===== config.mk =====
export PLATFORM = sky130hd
export DESIGN_NAME = risc_seq_core
export DESIGN_NICKNAME = d
export VERILOG_FILES = /design/src/rtl/risc_seq_core.sv
export SDC_FILE = /design/constraint.sdc
export NUM_CORES = 1
export LEC_CHECK = 0
export CAP_MARGIN = 30
export CORE_ASPECT_RATIO = 2
export CORE_MARGIN = 5
export CORE_UTILIZATION = 39
export CTS_BUF_LIST = sky130_fd_sc_hd__clkbuf_4 sky130_fd_sc_hd__clkbuf_8
export DETAILED_ROUTE_END_ITERATION = 7
export GPL_TIMING_DRIVEN = 0
export PLACE_DENSITY = 0.51
export REMOVE_ABC_BUFFERS = 1
export SLEW_MARGIN = 20
export SYNTH_ARGS = -nofsm -noshare
export SYNTH_HDL_FRONTEND = slang
export SYNTH_SLANG_ARGS = --single-unit

===== constraint.sdc =====
create_clock -name clk -period 4.5 [get_ports clk]
set_input_delay 1.125 -clock clk [delete_from_list [all_inputs] [get_ports clk]]
set_output_delay 1.125 -clock clk [all_outputs]
set_load 0.05 [all_outputs]

===== src/rtl/risc_seq_core.sv =====
// Two-cycle-per-instruction sequential RISC core: FETCH latches imem[pc], EXEC
// runs the ALU/branch logic. Register file, flags and pc share one clock.
module risc_seq_core #(
  parameter int DATA_W = 8,
  parameter int REG_AW = 2,
  parameter int PC_W   = 4
) (
  input  logic                            clk,
  input  logic                            rst_n,
  input  logic                            start,
  input  logic                            imem_we,
  input  logic [PC_W-1:0]                 imem_waddr,
  input  logic [4+2*REG_AW+DATA_W-1:0]    imem_wdata,
  input  logic [REG_AW-1:0]               dbg_raddr,
  output logic [DATA_W-1:0]               dbg_rdata,
  output logic [PC_W-1:0]                 pc,
  output logic                            busy,
  output logic                            halted,
  output logic                            flag_z,
  output logic                            flag_c
);

  localparam int INSTR_W    = 4 + 2*REG_AW + DATA_W;
  localparam int NREGS      = 2**REG_AW;
  localparam int IMEM_DEPTH = 2**PC_W;

  localparam logic [3:0] OP_ADD  = 4'h0;
  localparam logic [3:0] OP_SUB  = 4'h1;
  localparam logic [3:0] OP_AND  = 4'h2;
  localparam logic [3:0] OP_OR   = 4'h3;
  localparam logic [3:0] OP_XOR  = 4'h4;
  localparam logic [3:0] OP_LDI  = 4'h5;
  localparam logic [3:0] OP_JMP  = 4'h6;
  localparam logic [3:0] OP_HALT = 4'h7;
  localparam logic [3:0] OP_BZ   = 4'h8;
  localparam logic [3:0] OP_BC   = 4'h9;
  localparam logic [3:0] OP_MOV  = 4'hA;
  localparam logic [3:0] OP_ADDI = 4'hB;

  typedef enum logic [1:0] {S_IDLE, S_FETCH, S_EXEC, S_HALT} state_t;

  state_t              state_reg, state_next;
  logic [PC_W-1:0]     pc_reg, pc_next;
  logic [INSTR_W-1:0]  instr_reg;
  logic [INSTR_W-1:0]  imem [IMEM_DEPTH];
  logic [DATA_W-1:0]   regs_reg [NREGS];
  logic                flag_z_reg, flag_z_next;
  logic                flag_c_reg, flag_c_next;
  logic                busy_reg, halted_reg;
  logic                fetch_en, reg_we, imem_wr_ok;
  logic [NREGS-1:0]    reg_sel;

  // Instruction fields
  logic [3:0]          op;
  logic [REG_AW-1:0]   rd, rs;
  logic [DATA_W-1:0]   imm, opa, opb;
  logic [PC_W-1:0]     pc_inc, target;
  logic [DATA_W:0]     sum_w, diff_w, addi_w;

  assign op     = instr_reg[INSTR_W-1 -: 4];
  assign rd     = instr_reg[INSTR_W-5 -: REG_AW];
  assign rs     = instr_reg[INSTR_W-5-REG_AW -: REG_AW];
  assign imm    = instr_reg[DATA_W-1:0];
  assign target = imm[PC_W-1:0];
  assign pc_inc = pc_reg + PC_W'(1);

  // Both operands are read before the write, so rd == rs sees the old value.
  assign opa    = regs_reg[rd];
  assign opb    = regs_reg[rs];
  assign sum_w  = {1'b0, opa} + {1'b0, opb};
  assign diff_w = {1'b0, opa} - {1'b0, opb};
  assign addi_w = {1'b0, opa} + {1'b0, imm};

  logic [DATA_W-1:0]   exe_res;
  logic                exe_c, exe_we, exe_upd_z, exe_upd_c, exe_branch, exe_halt;
  logic [PC_W-1:0]     exe_pc;

  always_comb begin
    exe_res    = '0;
    exe_c      = 1'b0;
    exe_we     = 1'b0;
    exe_upd_z  = 1'b0;
    exe_upd_c  = 1'b0;
    exe_branch = 1'b0;
    exe_halt   = 1'b0;
    case (op)
      OP_ADD:  begin exe_res = sum_w[DATA_W-1:0];  exe_c = sum_w[DATA_W];
                     exe_we = 1'b1; exe_upd_z = 1'b1; exe_upd_c = 1'b1; end
      OP_SUB:  begin exe_res = diff_w[DATA_W-1:0]; exe_c = diff_w[DATA_W];
                     exe_we = 1'b1; exe_upd_z = 1'b1; exe_upd_c = 1'b1; end
      OP_AND:  begin exe_res = opa & opb; exe_we = 1'b1; exe_upd_z = 1'b1; exe_upd_c = 1'b1; end
      OP_OR:   begin exe_res = opa | opb; exe_we = 1'b1; exe_upd_z = 1'b1; exe_upd_c = 1'b1; end
      OP_XOR:  begin exe_res = opa ^ opb; exe_we = 1'b1; exe_upd_z = 1'b1; exe_upd_c = 1'b1; end
      OP_LDI:  begin exe_res = imm; exe_we = 1'b1; end
      OP_JMP:  exe_branch = 1'b1;
      OP_HALT: exe_halt = 1'b1;
      OP_BZ:   exe_branch = flag_z_reg;
      OP_BC:   exe_branch = flag_c_reg;
      OP_MOV:  begin exe_res = opb; exe_we = 1'b1; end
      OP_ADDI: begin exe_res = addi_w[DATA_W-1:0]; exe_c = addi_w[DATA_W];
                     exe_we = 1'b1; exe_upd_z = 1'b1; exe_upd_c = 1'b1; end
      default: ;
    endcase
    if (exe_halt)
      exe_pc = pc_reg;
    else if (exe_branch)
      exe_pc = target;
    else
      exe_pc = pc_inc;
  end

  always_comb begin
    state_next  = state_reg;
    pc_next     = pc_reg;
    fetch_en    = 1'b0;
    reg_we      = 1'b0;
    flag_z_next = flag_z_reg;
    flag_c_next = flag_c_reg;
    case (state_reg)
      S_IDLE:  if (start) state_next = S_FETCH;
      S_FETCH: begin
        fetch_en   = 1'b1;
        state_next = S_EXEC;
      end
      S_EXEC: begin
        reg_we  = exe_we;
        pc_next = exe_pc;
        if (exe_upd_z) flag_z_next = (exe_res == '0);
        if (exe_upd_c) flag_c_next = exe_c;
        state_next = exe_halt ? S_HALT : S_FETCH;
      end
      S_HALT: if (start) begin
        state_next = S_FETCH;
        pc_next    = '0;
      end
      default: state_next = S_IDLE;
    endcase
  end

  always_ff @(posedge clk or negedge rst_n) begin
    if (!rst_n) begin
      state_reg  <= S_IDLE;
      pc_reg     <= '0;
      instr_reg  <= '0;
      flag_z_reg <= 1'b0;
      flag_c_reg <= 1'b0;
      busy_reg   <= 1'b0;
      halted_reg <= 1'b0;
    end else begin
      state_reg  <= state_next;
      pc_reg     <= pc_next;
      flag_z_reg <= flag_z_next;
      flag_c_reg <= flag_c_next;
      busy_reg   <= (state_next == S_FETCH) || (state_next == S_EXEC);
      halted_reg <= (state_next == S_HALT);
      if (fetch_en) instr_reg <= imem[pc_reg];
    end
  end

  genvar gi;
  generate
    for (gi = 0; gi < NREGS; gi++) begin : g_reg_sel
      assign reg_sel[gi] = reg_we && (rd == REG_AW'(gi));
    end
  endgenerate

  always_ff @(posedge clk or negedge rst_n) begin
    if (!rst_n) begin
      for (int i = 0; i < NREGS; i++) regs_reg[i] <= '0;
    end else begin
      for (int i = 0; i < NREGS; i++)
        if (reg_sel[i]) regs_reg[i] <= exe_res;
    end
  end

  // Program memory keeps its contents through reset; writes only while not running.
  assign imem_wr_ok = (state_reg == S_IDLE) || (state_reg == S_HALT);

  always_ff @(posedge clk) begin
    if (imem_we && imem_wr_ok) imem[imem_waddr] <= imem_wdata;
  end

  assign dbg_rdata = regs_reg[dbg_raddr];
  assign pc        = pc_reg;
  assign busy      = busy_reg;
  assign halted    = halted_reg;
  assign flag_z    = flag_z_reg;
  assign flag_c    = flag_c_reg;

endmodule


=== Yosys cells after proc, flatten, opt, wreduce, memory -nomap -nowiden ===
Memory sizes are Yosys's and may differ from the RTL's. A register that Yosys moved wholly into a read port is not among the register bits.
Index checks and enable logic that the tools add are counted.

* Add/sub/neg operators: 4
* Multipliers: 0
* Divide/modulo/power cells: 0
* $lt $le $gt $ge: 3
* Equality and inequality tests: 22
* Shifts and indexed selects: 0
* Multiplexer cells: 26
* Bitwise operators: 6
* Reduce and logical (&&, ||, !) cells: 18

{| class="wikitable"
|+ Operators by type and width
! operator !! number
|-
| $pmux W8 S8 || 1
|-
| $bmux W8 S2 || 3
|-
| $mux W8 || 6
|-
| $add A8 B8 Y9 || 2
|-
| $eq A4 B3 Y1 const B || 4
|-
| $eq A4 B4 Y1 const B || 4
|-
| $eq A2 B2 Y1 const B || 6
|-
| $mux W4 || 3
|-
| $ge A3 B3 Y1 const B || 3
|-
| $not A2 Y3 || 3
|-
| $sub A8 B8 Y9 || 1
|-
| $and A8 B8 Y8 || 1
|-
| $eq A4 B2 Y1 const B || 2
|-
| $logic_not A8 Y1 || 1
|-
| $or A8 B8 Y8 || 1
|-
| $pmux W4 S2 || 1
|-
| $reduce_or A8 Y1 || 1
|-
| $xor A8 B8 Y8 || 1
|-
| $mux W1 || 7
|-
| $eq A2 B1 Y1 const B || 3
|-
| $pmux W1 S3 || 2
|-
| $pmux W2 S3 || 1
|-
| $reduce_or A6 Y1 || 1
|-
| $logic_and A1 B1 Y1 || 5
|-
| other kinds (12) || 16
|}

* Register bits after elaboration: 42
* Bits in latches: 0
* Memory bits (writable): 256
* Memory bits (read-only): 0
* Input bits: 26
* Output and inout bits: 16
* Word-level logic and storage cells: 90
* Memories kept: 1

{| class="wikitable"
|+ Memories
! memory !! depth !! width !! rd ports !! clocked after memory_dff !! write ports !! RTL line !! RTL
|-
| imem || 16 || 16 || 1 || 1 || 1 || 45 || <nowiki>logic [INSTR_W-1:0] imem [IMEM_DEPTH];</nowiki>
|}

=== Longest topological paths before layout ===
Gate-level depths: netlist of the first run.

* Word-level depth: 7
* Gate-level depth with buffers: 13
* Depth with buffers taken out: 12

=== Worst setup path after synthesis of the first run ===
OpenSTA, ideal clock, no wires.

* Path type: register to register
* Start: register instr_reg[10] (read register of imem)
* End: register flag_z_reg, in the netlist flag_z
* Setup time: 0.104 ns
* Arrival: 3.701 ns
* Required time: 4.396 ns
* Path slack: 0.696 ns
* Cell stages (with the launch flop): 14
* Buffers on the path: 1
* Clock period less this slack: 3.804 ns
* Cell sequence: dfrtp_1 buf_1 mux4_2 inv_1 ha_1 inv_1 fa_1 nor2b_1 o311ai_0 o21ai_0 xnor2_1 o211ai_1 or4b_1 o41ai_2

* Cells in the longest elaborated chain, start to end: 7
* Elaborated cells between the ends (all ways): 12
* Those cells by class: add/sub: 3; mux: 4; bitwise: 4; reduce/logical: 1

{| class="wikitable"
|+ RTL lines
! item !! RTL line !! RTL
|-
| from (decl) || 44 || <nowiki>logic [INSTR_W-1:0] instr_reg;</nowiki>
|-
| $not A2 Y3 (not written as such) * || 68 || <nowiki>assign opa = regs_reg[rd];</nowiki>
|-
| $bmux W8 S2 * || 68 ||
|-
| $mux W8 (not written as such) * (2 in series) || 68 ||
|-
| $add A8 B8 Y9 (tied with other cells) || 72 || <nowiki>assign addi_w = {1'b0, opa} + {1'b0, imm};</nowiki>
|-
| $pmux W8 S8 * || 86 || <nowiki>case (op)</nowiki>
|-
| $logic_not A8 Y1 * || 128 || <nowiki>if (exe_upd_z) flag_z_next = (exe_res == '0);</nowiki>
|-
| to (signal assigned) || 152 || <nowiki>flag_z_reg <= flag_z_next;</nowiki>
|-
| to (decl) || 47 || <nowiki>logic flag_z_reg, flag_z_next;</nowiki>
|}

Mark *: on every way between the ends. The rest lies on a longest branch, timed or not. The select of a mux whose other input is x is not followed.
A chain may end at the register's enable or synchronous reset.

=== Worst setup path in the final report of the first run ===
Ends and elaborated chain as after synthesis.

==> results.sh, run 1 <==
export IMPL_reg2regPathDepth=12
export IMPL_fin_skew_ns=0.0169
export IMPL_grt_start_max_net_pins=50
export IMPL_cts_root_buf="clkbuf_8"
export IMPL_worst_setup_path_start_kind="flip-flop"
export IMPL_h_tree_depth=2
export IMPL_clockBufferDepth=3
export IMPL_final_setup_viol_count=0
export IMPL_hold_viol=0
export IMPL_outcome="completed"
export IMPL_cap_violations=0
export IMPL_swShare=0.397
export IMPL_io_buffer_count=41
export IMPL_cts_tree="built"
export IMPL_syn_cell_area_mm2=0.0146
export IMPL_synth_warnings=0
export IMPL_totalWireLength_um=38400
export IMPL_drive_gt1_frac=0.202
export IMPL_power_density_mw_per_mm2=660
export IMPL_netlist_instances=983
export IMPL_r2r_slack_ns=0.20
export IMPL_synth_edff_count=256
export IMPL_ios=42
export IMPL_grt_usage=0.185
export IMPL_crit_fanout=13
export IMPL_ys_ff_latch=314
export IMPL_cp_startpoint="instr_reg[10]"
export IMPL_hold_ws_ns=0.398
export IMPL_cts_setup_buffers=0
export IMPL_p_int_mw=6.67
export IMPL_start_util=0.392
export IMPL_synth_seq_area_share=0.627
export IMPL_fmax_ghz=0.233
export IMPL_report_final_slew_viol_count=0
export IMPL_p_leak_nw=5.98
export IMPL_grt_setup_unrepaired="no"
export IMPL_synth_async_reset_ratio=0.185
export IMPL_worst_pin_slew_ns=0.868
export IMPL_power_switching_mw=4.40
export IMPL_endpoint="flag_z"
export IMPL_comb_power_share=0.438
export IMPL_final_setup_worst_slack_ns=0.203
export IMPL_ant_nets=0
export IMPL_timing_final_crit_share=0.955
export IMPL_end_kind="flip-flop"
export IMPL_power_mw=11.1
export IMPL_core_area_mm2=0.0372
export IMPL_pwr_share_seq=0.360
export IMPL_cts_sinks=314
export IMPL_gr_total_overflow=0
export IMPL_clkLatencyLatePin_ns=0.57
export IMPL_grt_pass1_wl_um=57900
export IMPL_final_nets=1116
export IMPL_layout_commonest_cell="edfxtp_1"
export IMPL_largest_register_ffs=256
export IMPL_grt_pass1_vias=9181
export IMPL_post_route_util=0.451
export IMPL_drt_iter0_markers=440
export IMPL_synth_distinct_cells=62
export IMPL_r2r_end="flag_z"
export IMPL_dieArea_mm2=0.0416
export IMPL_antenna_found_initial=1
export IMPL_gp_routability_congestion=0.942
export IMPL_peakVddDrop_v=0.000212
export IMPL_hp_class="primary input to asynchronous set/reset pin"
export IMPL_dieHeight_um=283
export IMPL_synth_avg_cell_area_um2=14.8
export IMPL_mostFrequentLayoutCells="edfxtp_1 (256), mux2i_1 (72), nor2_1 (66), dfrtp_1 (52), o21ai_0 (51)"
export IMPL_fp_dieW_um=147
export IMPL_cp_required_ns=4.97
export IMPL_min_period_ns=4.30
export IMPL_drt_first_pass_iters=4
export IMPL_routedWlPerCell_um=24.9
export IMPL_worstSetupPathType="flip-flop to flip-flop"
export IMPL_synth_ff_type="edfxtp_1"
export IMPL_drc=0
export IMPL_post_place_ws_ns=-0.0382
export IMPL_dp_hpwl_um=26400
export IMPL_cts_made_buffers=46
export IMPL_area_growth_pct=15.0
export IMPL_viasPerCell=5.66
export IMPL_num_rows=100
export IMPL_pwr_share_clk=0.203
export IMPL_vias=8715
export IMPL_clk_pin_slew_worst_paths_ns=0.07
export IMPL_arrival_ns=4.77
export IMPL_place_area_mm2=0.0159
export IMPL_slew_headroom=0.415
export IMPL_rr_startpoint="instr_reg[10]"
export IMPL_final_area_mm2=0.0168
## worst min path at each step
stage | from | endpoint | cells after the start | slack [ns]
floorplan | regs_reg[14] | regs_reg[14] | 2 | 0.47
global placement | regs_reg[8] | regs_reg[8] | 2 | 0.50
detailed placement | regs_reg[8] | regs_reg[8] | 2 | 0.52
CTS | rst_n | instr_reg[0] | 1 | 0.35
global route | rst_n | instr_reg[0] | 1 | 0.37
finish | rst_n | instr_reg[0] | 1 | 0.40
## power by group through the flow
| stage | clock [mW] | combinational, mW | sequential [mW] |
|---|---|---|---|
| 4_1_cts | 2.33 | 4.89 | 3.99 |
| 3_5_place_dp | 0 | 4.87 | 4.05 |
| 5_1_grt | 2.45 | 5.23 | 4.04 |
| 3_3_place_gp | 0 | 4.59 | 4.31 |
| 2_1_floorplan | 0 | 3.19 | 4.09 |
| 6_report | 2.24 | 4.84 | 3.98 |
## cells by family after synthesis
family                     Yosys count  share of synthesized area
buffers and inverters               82                     0.0220
muxes                              170                      0.170
DFF                                314                      0.627
and+or+nand+nor                    186                     0.0585
xor gates and xnor gates             8                    0.00480
adders and majority gates           42                     0.0376
AOI/OAI and AO/OA                  181                     0.0806
## Yosys cell counts (2+ instances only)
library cell	number	area [um^2]
edfxtp_1	256	7690
nor2_1	78	293
mux2i_1	72	721
dfrtp_1	58	1450
nand2_1	51	191
o21ai_0	51	255
mux4_2	50	1130
a21oi_1	42	210
mux2_2	42	473
ha_1	39	488
clkbuf_1	34	128
inv_1	34	128
o22ai_1	22	138
o221ai_1	20	175
nor3_1	12	60.1
nand2b_1	9	56.3
nor2b_1	8	50.1
buf_1	7	26.3
mux4_1	6	158
o211ai_1	6	45.0
buf_2	5	25.0
or3_1	5	31.3
xnor2_1	5	43.8
a211oi_1	4	30.0
a221oi_1	4	35.0
a22oi_1	4	30.0
nor3b_1	4	30.0
o21a_1	4	30.0
a31oi_1	3	18.8
fa_1	3	60.1
nand3b_1	3	22.5
nand4_1	3	18.8
nor4_1	3	18.8
xor2_1	3	26.3
a221o_1	2	20.0
nand3_1	2	10.0
nand4b_1	2	17.5
o2111ai_1	2	17.5
o311ai_0	2	17.5
## what timing repair did
item	in CTS	in global routing
hold buffers	0	0
cloned	0	0
setup endpoints to repair	6	1
resized for setup	1	1
## cell type report
type / instances / area, um^2
well taps: 459 / 574
repair buffers: 64 / 791
flip-flops and latches: 314 / 9150
diodes: 1 / 2.50
clock buffers: 65 / 782
clock inverters: 16 / 104
multi-input cells: 587 / 5240
inverters: 35 / 131
fillers: 3278 / 20400
## critical path: stages (launching register included)
cell      delay (ns)
dfrtp_2         0.62
mux4_2          0.65
inv_1           0.13
ha_1            0.17
inv_1           0.06
fa_1            0.47
nor2b_1         0.17
o311ai_0        0.39
o21ai_0         0.19
xnor2_1         0.19
o211ai_1        0.31
or4b_1          0.64
o41ai_2         0.20
## metrics by stage
| stage | cells | TNS, ns |
|---|---|---|
| floorplan | 936 | -8.84 |
| CTS | 1539 | 0 |
| finish | 1541 | 0 |
| detailed placement | 1458 | -0.0751 |
| global placement | 1436 | -74.39 |
| global route | 1541 | 0 |
## per-layer routing
layer	track usage	vias to the layer above	routed length [um]
li1	-	3976	-
met1	0.196	4466	13700
met2	0.355	193	21700
met3	0.0211	80	1110
met4	0.0923	0	1950
met5	0	-	0
No activity file was read; power rests on OpenSTA's default activity.
==> run 2, diff against run 1 <==
Settings changed: MAX_ROUTING_LAYER set to met4.
==> run 2 against run 1 <==
Against the previous run: die area unchanged; via count up 0.33%; first-iteration DRC count is 27% higher; worst hold slack lost 0.014 ns; critical path depth unchanged; combinational power is 2% lower; sequential cell count unchanged; sequential power about the same; register-to-register slack gained 0.06 ns; wire length down 0.91%; highest routed layer unchanged; count of clock-buffer cells in the layout is 1 lower.
==> results.sh, run 2 (synthesis gave the netlist of run 1 again) <==
export IMPL_cap_violations=0
export IMPL_final_setup_viol_count=0
export IMPL_vias=8744
export IMPL_drt_first_pass_iters=7
export IMPL_grt_setup_unrepaired="no"
export IMPL_final_nets=1108
export IMPL_report_final_slew_viol_count=0
export IMPL_seq_area_mm2=0.00915
export IMPL_rr_startpoint="instr_reg[10]"
export IMPL_cp_required_ns=4.97
export IMPL_routedWlPerCell_um=24.9
export IMPL_layout_commonest_cell="edfxtp_1"
export IMPL_totalWireLength_um=38100
export IMPL_nFillCells=3288
export IMPL_viasPerCell=5.71
export IMPL_cts_root_buf="clkbuf_8"
export IMPL_post_route_util=0.447
export IMPL_h_tree_depth=2
export IMPL_min_period_ns=4.24
export IMPL_area_growth_pct=13.9
export IMPL_r2r_end="flag_z"
export IMPL_worstSetupPathType="flip-flop to flip-flop"
export IMPL_ant_nets=0
export IMPL_core_area_mm2=0.0372
export IMPL_fp_dieW_um=147
export IMPL_grt_pass1_vias=9072
export IMPL_hold_viol=0
export IMPL_fin_skew_ns=0.0170
export IMPL_cts_tree="built"
export IMPL_r2r_slack_ns=0.26
export IMPL_end_kind="flip-flop"
export IMPL_tns_ns=0
export IMPL_largest_register_ffs=256
export IMPL_drt_iter0_markers=559
export IMPL_clk_pin_slew_worst_paths_ns=0.07
export IMPL_place_area_mm2=0.0157
export IMPL_ios=42
export IMPL_clockBufferDepth=3
export IMPL_power_density_mw_per_mm2=659
export IMPL_dieArea_mm2=0.0416
export IMPL_slew_headroom=0.330
export IMPL_dp_cells=1452
export IMPL_cts_sinks=314
export IMPL_reg2regPathDepth=12
export IMPL_grt_usage=0.188
export IMPL_mostFrequentLayoutCells="edfxtp_1 (256), mux2i_1 (72), nor2_1 (66), dfrtp_1 (52), o21ai_0 (51)"
export IMPL_cts_setup_buffers=0
export IMPL_final_setup_worst_slack_ns=0.265
export IMPL_p_leak_nw=5.90
export IMPL_crit_fanout=13
export IMPL_outcome="completed"
export IMPL_ctsHoldBuffers=0
export IMPL_grt_start_max_net_pins=51
export IMPL_worst_setup_path_start_kind="flip-flop"
export IMPL_drc=0
export IMPL_stdcell_count=1532
export IMPL_dieHeight_um=283
export IMPL_timing_final_crit_share=0.941
export IMPL_arrival_ns=4.70
export IMPL_start_util=0.392
export IMPL_hp_class="primary input to asynchronous set/reset pin"
export IMPL_io_buffer_count=41
export IMPL_drive_gt1_frac=0.199
export IMPL_peakVddDrop_v=0.000274
export IMPL_antenna_found_initial=1
export IMPL_cts_made_buffers=45
export IMPL_final_area_mm2=0.0166
export IMPL_clkLatencyLatePin_ns=0.57
export IMPL_grt_pass1_wl_um=57000
export IMPL_gp_routability_congestion=0.928
export IMPL_num_rows=100
export IMPL_fmax_ghz=0.236
export IMPL_post_place_ws_ns=-0.0482
export IMPL_multi_input_area_mm2=0.00525
export IMPL_cp_startpoint="instr_reg[10]"
export IMPL_worst_pin_slew_ns=1.00
export IMPL_gr_total_overflow=0
export IMPL_dp_hpwl_um=25700
## run 2: power breakdown
| part | switching (mW) | internal, mW | total, mW |
|---|---|---|---|
| Sequential | 0.570 | 3.44 | 4.01 |
| Combinational | 2.74 | 2.02 | 4.76 |
| Clock | 1.07 | 1.12 | 2.19 |
## run 2: what timing repair did
action / in CTS / in global routing
setup endpoints to repair: 7 / 0
resized for setup: 2 / 0
hold endpoints to repair: 0 / 0
## run 2: stage by stage
stage	hold slack, ns	power [mW]
2_1_floorplan	0.474	7.28
3_3_place_gp	0.498	8.89
3_5_place_dp	0.510	8.88
4_1_cts	0.351	11.1
5_1_grt	0.369	11.6
6_report	0.384	11.0
## run 2: area by class of cell
| type | count | share of cell area |
|---|---|---|
| flip-flops and latches | 314 | 0.551 |
| diodes | 1 | 0.000151 |
| clock inverters | 15 | 0.00497 |
| inverters | 35 | 0.00791 |
| well taps | 459 | 0.0346 |
| clock buffers | 64 | 0.0470 |
| multi-input cells | 587 | 0.316 |
| repair buffers | 57 | 0.0388 |
## run 2: worst max-delay path, cell delays in order (launching register included)
cell	delay (ns)
dfrtp_2	0.62
mux4_2	0.66
inv_1	0.14
ha_1	0.17
inv_1	0.06
fa_1	0.47
nor2b_1	0.17
o311ai_0	0.30
o21ai_0	0.18
xnor2_1	0.20
o211ai_1	0.33
or4b_1	0.64
o41ai_2	0.20
## run 2: how the worst max path moves through the flow
stage | slack (ns) | to
2_1_floorplan | -0.53 | instr_reg[12]
3_3_place_gp | -2.87 | pc[0]
3_5_place_dp | -0.05 | dbg_rdata[3]
4_1_cts | 0.22 | dbg_rdata[3]
5_1_grt | 0.08 | flag_z
6_report | 0.26 | flag_z
## run 2: layer usage
layer,wire (um),global-route usage,part of all wire,vias up
met5,0,-,0,-
met4,2400,0.103,0.063,0
met3,956,0.0190,0.025,91
met2,20800,0.341,0.55,206
met1,13900,0.198,0.36,4491
li1,-,-,-,3956
